--- src/rtl/id_pkg.sv ---
// op_code: opcode, ALU-op and decoded-control types plus instruction field positions shared by the decoder and bench
package op_code;
  typedef enum logic [3:0] {
    NOP, ADD_R, SUB_R, AND_R, OR_R, XOR_R, ADD_M, SUB_M,
    LD_AR, LD_AM, LD_AI, ST_RA, ST_MA, LD_RM, NOT_A, CLR_A
  } full_operation;
  typedef enum logic [2:0] {
    ALU_PASS, ALU_ADD, ALU_SUB, ALU_AND, ALU_OR, ALU_XOR, ALU_NOT, ALU_CLR
  } alu_op_t;
  localparam int OPERAND_MSB = 15;
  localparam int OPERAND_LSB = 6;
  localparam int DIRECT_MSB  = 13;
  localparam int OP_MSB      = 5;
  localparam int OP_LSB      = 2;
  localparam int RF_MSB      = 1;
  localparam int RF_LSB      = 0;
  typedef struct packed {
    alu_op_t     op;
    logic [1:0]  rf_addr;
    logic [2:0]  rf_ce;
    logic [9:0]  mem_addr;
    logic        mem_wr;
    logic        mem_rd;
    logic        acc_ce;
    logic [7:0]  direct_data;
    logic        direct_load;
  } dec_t;
endpackage

--- src/rtl/id.sv ---
// id: registered instruction decoder of the accumulator CPU, one cycle from instruction to controls
module id
  import op_code::*;
(
  input  logic        i_clk,
  input  logic        i_rst,
  input  logic [15:0] i_instruction,
  output logic [2:0]  o_operation_code,
  output logic [1:0]  o_register_file_addr,
  output logic [2:0]  o_register_file_ce,
  output logic [9:0]  o_data_memory_addr,
  output logic        o_memory_write_enable,
  output logic        o_memory_read_enable,
  output logic        o_acumulator_ce,
  output logic [7:0]  o_direct_data,
  output logic        o_direct_load
);
  full_operation op;
  dec_t dec_d, dec_q;
  assign op = full_operation'(i_instruction[OP_MSB:OP_LSB]);
  always_comb begin
    dec_d = '0;
    dec_d.rf_addr = i_instruction[RF_MSB:RF_LSB];
    dec_d.mem_addr = i_instruction[OPERAND_MSB:OPERAND_LSB];
    dec_d.direct_data = i_instruction[DIRECT_MSB:OPERAND_LSB];
    case (op)
      NOP: ;
      ADD_R: begin dec_d.op = ALU_ADD; dec_d.rf_ce[0] = 1'b1; dec_d.acc_ce = 1'b1; end
      SUB_R: begin dec_d.op = ALU_SUB; dec_d.rf_ce[0] = 1'b1; dec_d.acc_ce = 1'b1; end
      AND_R: begin dec_d.op = ALU_AND; dec_d.rf_ce[0] = 1'b1; dec_d.acc_ce = 1'b1; end
      OR_R:  begin dec_d.op = ALU_OR;  dec_d.rf_ce[0] = 1'b1; dec_d.acc_ce = 1'b1; end
      XOR_R: begin dec_d.op = ALU_XOR; dec_d.rf_ce[0] = 1'b1; dec_d.acc_ce = 1'b1; end
      ADD_M: begin dec_d.op = ALU_ADD; dec_d.mem_rd = 1'b1; dec_d.acc_ce = 1'b1; end
      SUB_M: begin dec_d.op = ALU_SUB; dec_d.mem_rd = 1'b1; dec_d.acc_ce = 1'b1; end
      LD_AR: begin dec_d.rf_ce[0] = 1'b1; dec_d.acc_ce = 1'b1; end
      LD_AM: begin dec_d.mem_rd = 1'b1; dec_d.acc_ce = 1'b1; end
      LD_AI: begin dec_d.direct_load = 1'b1; dec_d.acc_ce = 1'b1; end
      ST_RA: dec_d.rf_ce[1] = 1'b1;
      ST_MA: dec_d.mem_wr = 1'b1;
      LD_RM: begin dec_d.mem_rd = 1'b1; dec_d.rf_ce[2] = 1'b1; end
      NOT_A: begin dec_d.op = ALU_NOT; dec_d.acc_ce = 1'b1; end
      CLR_A: begin dec_d.op = ALU_CLR; dec_d.acc_ce = 1'b1; end
    endcase
  end
  always_ff @(posedge i_clk) begin
    if (i_rst) dec_q <= '0;
    else dec_q <= dec_d;
  end
  assign o_operation_code = dec_q.op;
  assign o_register_file_addr = dec_q.rf_addr;
  assign o_register_file_ce = dec_q.rf_ce;
  assign o_data_memory_addr = dec_q.mem_addr;
  assign o_memory_write_enable = dec_q.mem_wr;
  assign o_memory_read_enable = dec_q.mem_rd;
  assign o_acumulator_ce = dec_q.acc_ce;
  assign o_direct_data = dec_q.direct_data;
  assign o_direct_load = dec_q.direct_load;
endmodule

--- config.mk ---
export PLATFORM = sky130hd
export DESIGN_NAME = id
export DESIGN_NICKNAME = d
export VERILOG_FILES = /design/src/rtl/id_pkg.sv /design/src/rtl/id.sv
export SDC_FILE = /design/constraint.sdc
export NUM_CORES = 1
export LEC_CHECK = 0
export BUFFER_PORTS_ARGS = -buffer_cell sky130_fd_sc_hd__buf_4
export CAP_MARGIN = 5
export CORE_AREA = 8 8 54 56
export CTS_CLUSTER_SIZE = 10
export DETAILED_ROUTE_END_ITERATION = 10
export DIE_AREA = 0 0 62 64
export GPL_TIMING_DRIVEN = 0
export MAX_ROUTING_LAYER = met4
export PLACE_DENSITY = 0.72
export RECOVER_POWER = 25
export SYNTH_ARGS = -nofsm -noshare
export SYNTH_HDL_FRONTEND = slang
export SYNTH_SLANG_ARGS = --single-unit
--- constraint.sdc ---
create_clock -name i_clk -period 1.2 [get_ports i_clk]
set_clock_uncertainty 0.15 [all_clocks]
set_input_delay 0.06 -clock i_clk [delete_from_list [all_inputs] [get_ports i_clk]]
set_output_delay 0.06 -clock i_clk [all_outputs]
set_load 0.005 [all_outputs]
* Word level (Yosys, flattened, before mapping) *
Index checks and enable logic that the tools add are counted.

storage, ports and cells
  register bits = 30
  input port bits = 18
  output and inout port bits = 30
  word-level logic and storage cells = 37

operators by class
  eq/ne operators = 15
  multiplexer cells = 8
  reduce and logical (&&, ||, !) cells = 5

operators with widths
  kind                  number
  $eq A4 B4 Y1 const B  8
  $pmux W3 S7           1
  $eq A4 B3 Y1 const B  4
  $reduce_or A12 Y1     1
  $eq A4 B2 Y1 const B  2
  $mux W1               7
  $reduce_or A6 Y1      1
  $eq A4 B1 Y1 const B  1
  $reduce_or A2 Y1      2
  $reduce_or A4 Y1      1

* Longest topological paths before layout *
  word-level depth = 3
  gate-level depth with buffers = 4

* Worst setup path after synthesis *
No wires, ideal clock.

  path type = input port to flip-flop
  start = in i_instruction[3]
  end = reg dec_q (netlist bit o_register_file_ce[0])
  arrival time = 735 ps
  path slack = 228 ps
  cell stages on the path = 3
  path buffers = 1
  cell sequence = buf_6 -> or4_1 -> o31ai_1

on the way
  cells in the longest elaborated chain, start to end = 3
  elaborated cells on any way between the ends = 8

ends and longest elaborated chain
  item                                  RTL line  RTL
  start: declaration                    id.sv:7   input logic [15:0] i_instruction,
  $eq A4 B4 Y1 (tied with other cells)  id.sv:26  case (op)
  $reduce_or A6 Y1 (no line) *          n/a
  $mux W1 *                             id.sv:26
  end signal: assignment                id.sv:46  if (i_rst) dec_q <= '0;
  end signal: assignment                id.sv:47  else dec_q <= dec_d;
  end: declaration                      id.sv:19  dec_t dec_d, dec_q;

Every way passes the cells marked *; elsewhere a longest branch is shown, timed or not.
A chain may end at the register's enable or synchronous reset.

* Final worst setup path *
  start = in i_instruction[4]
  end = reg dec_q (netlist bit o_operation_code[0])

on the way
  cells in the longest elaborated chain, start to end = 3
  elaborated cells on any way between the ends = 12

ends and longest elaborated chain
  item                                  RTL line
  $eq A4 B3 Y1 (tied with other cells)  id.sv:26
  $reduce_or A2 Y1 (no line)            n/a
  $pmux W3 S7 *                         id.sv:26

Marks and branches as above.

==> qor.txt <==
outcome - complete, but fails checks
failing checks - hold timing
largest net degree at the start of global routing - 13
area of the die - 3970 um^2
design area - 1400 um^2
router iterations before antenna repair - 4
vias in the first global route - 749
pre-CTS WS - 0.149 ns
Worst Max-Slew Pin Slew - 0.212 ns
final net count - 163
Max Fclk - 848 MHz
CTS tree - yes
I/O Buffers - 44
Rows - 17
routed wire length - 2.25 mm
Post-Synthesis Cells - 76
DR DRC count - 0
Critical Path Start - i_instruction[4]
Routed WL per cell - 13.1 um
WHS Path Cells - 2
total setup buffers inserted after CTS - 0
Synth Register Bits - 22
Final setup viols - 0
Max Cap Viol - 0
Hold Crit Start - i_rst
post-synth cell types - 22
P&R area growth vs syn - 76.5%
die width - 62 um
first-pass GRT wire length - 3.36 mm
1st-iter DRT viols - 8
ANT cells - 0
Avg Cell Area, Syn - 10.5 um^2
worst setup margin - 0.0208 ns
Final Core Density - 66.6%
grt ovf - 0
Setup crit end kind - flip-flop
cell breakdown of the critical path - buf_4, dlygate4sd3_1, a211o_1, a21oi_1
synthesized area - 795 um^2
Hold Crit Class - input port to flip-flop
endpoints failing hold - 11
leak pwr - 0.666 nW
worst hold slack - -0.172 ns
Data required, critical path - 1.30 ns
GRT Total Usage - 11.6%
I/O pin count - 48
RD Place Congestion - 0.729
max-slew violation count - 0
slowest CP cell - dlygate4sd3_1
critical path arrival - 1.28 ns
placed inst area - 1160 um^2
capture point of the critical path - o_operation_code[0]
via count - 745
Final min period - 1.18 ns
die height - 64 um
Pwr Density - 1040 nW/um^2
critical-path maximum fanout - 5
CTS sink cnt - 22
clk buf depth - 2
H-tree levels - 1
nature of the critical path startpoint - input port
vias per cell - 4.33
Syn Nets - 94
crit path kind - input port to flip-flop
final setup TNS - 0 ns
Synth Warn # - 0
slowest stage delay, CP - 0.64 ns
clk root buf - clkbuf_4
CTS Buf Count - 3
max-slew headroom at the worst pin - 85.8%
Core Box Area - 2110 um^2
Final ANT Viol Nets - 0
Starting Density - 37.7%
HPWL after detailed placement - 1.44 mm
register area share after synthesis - 55.4%
initial antenna violation count - 0
Worst-path clk slew - 0.12 ns
VDD IR max - 968 uV
share of cells above drive strength 1 - 42.4%
fin crit share - 98.3%
CTS Hold Bufs - 21
how the worst min path moves through the flow:
stage | to
finish | o_data_memory_addr[1]
CTS | o_data_memory_addr[3]
global route | o_data_memory_addr[6]
global placement | o_register_file_addr[1]
floorplan | o_data_memory_addr[1]
detailed placement | o_register_file_addr[1]
timing repair:
item	CTS	global route
endpoints found under the setup margin	0	2
gates resized for setup	0	1
hold endpoints to repair	22	10
layer usage:
metal  global-route usage (%)  vias up  share of wire (%)
li1                         -      374                  -
met1                     10.6      338                 37
met2                     21.6       29                 54
met3                     2.00        4                7.9
met4                     5.98        0                1.6
met5                        -        -                  0
state kept, by name, indices dropped and copies added (netlist names):
| name | count |
|---|---|
| o_register_file_ce | 3 |
| o_acumulator_ce | 1 |
| o_data_memory_addr | 10 |
| o_operation_code | 3 |
| o_register_file_addr | 2 |
| o_memory_write_enable | 1 |
| o_memory_read_enable | 1 |
| o_direct_load | 1 |
synth_stat cells:
library cell | instances | area [um^2]
nor2b_1 | 14 | 87.6
and3_1 | 2 | 12.5
a21oi_1 | 4 | 20.0
nand2_1 | 1 | 3.75
inv_1 | 1 | 3.75
nor2_1 | 2 | 7.51
a211o_1 | 1 | 8.76
nor3_1 | 2 | 10.0
nand2b_1 | 1 | 6.26
o21a_1 | 1 | 7.51
a31oi_1 | 1 | 6.26
o31ai_1 | 1 | 7.51
nand3b_1 | 2 | 15.0
buf_6 | 1 | 11.3
nand3_1 | 1 | 5.00
or4_1 | 1 | 7.51
nor3b_1 | 3 | 22.5
and2b_1 | 2 | 15.0
xnor2_1 | 1 | 8.76
buf_4 | 11 | 82.6
dfxtp_1 | 22 | 440
buf_2 | 1 | 5.00
cells by family after synthesis:
family,synth area share (%)
XOR/XNOR,1.10
AND/OR/NAND/NOR,24.3
AO/OA/AOI/OAI,6.30
flip-flops,55.4
buffers and inverters,12.9
power breakdown:
group / internal [mW] / switching [mW]
combinational: 0.183 / 0.0923
clock: 0.185 / 0.220
sequential: 0.766 / 0.0126
worst max-delay path: cells and delay by family:
kind	cells	cell delay (ns)
buffers and inverters	2	0.77
AO/OA/AOI/OAI	2	0.45
cell usage in the layout, fill, tap and decap left out, drive strengths merged, types with 2 or more instances in the layout:
| cell type | n |
|---|---|
| and3 | 2 |
| a21oi | 4 |
| buf | 44 |
| dlygate4sd3 | 21 |
| nor2 | 2 |
| and2b | 2 |
| nor3 | 2 |
| clkbuf | 16 |
| nor2b | 14 |
| dfxtp | 22 |
| nand3b | 2 |
| nor3b | 3 |
through the flow:
stage | instances | power [mW]
CTS | 173 | 1.47
detailed placement | 148 | 1.02
floorplan | 76 | 0.894
global placement | 148 | 1.02
global route | 172 | 1.52
finish | 172 | 1.46
cell type report:
type	instances	area (um^2)
Inverter	1	3.75
Timing Repair Buffer	65	541
Buffer	12	93.8
Fill cell	164	703
Sequential cell	22	440
Clock buffer	4	36.3
Tap cell	28	35.0
Multi-Input combinational cell	40	253
No activity file was read; power rests on OpenSTA's default activity.
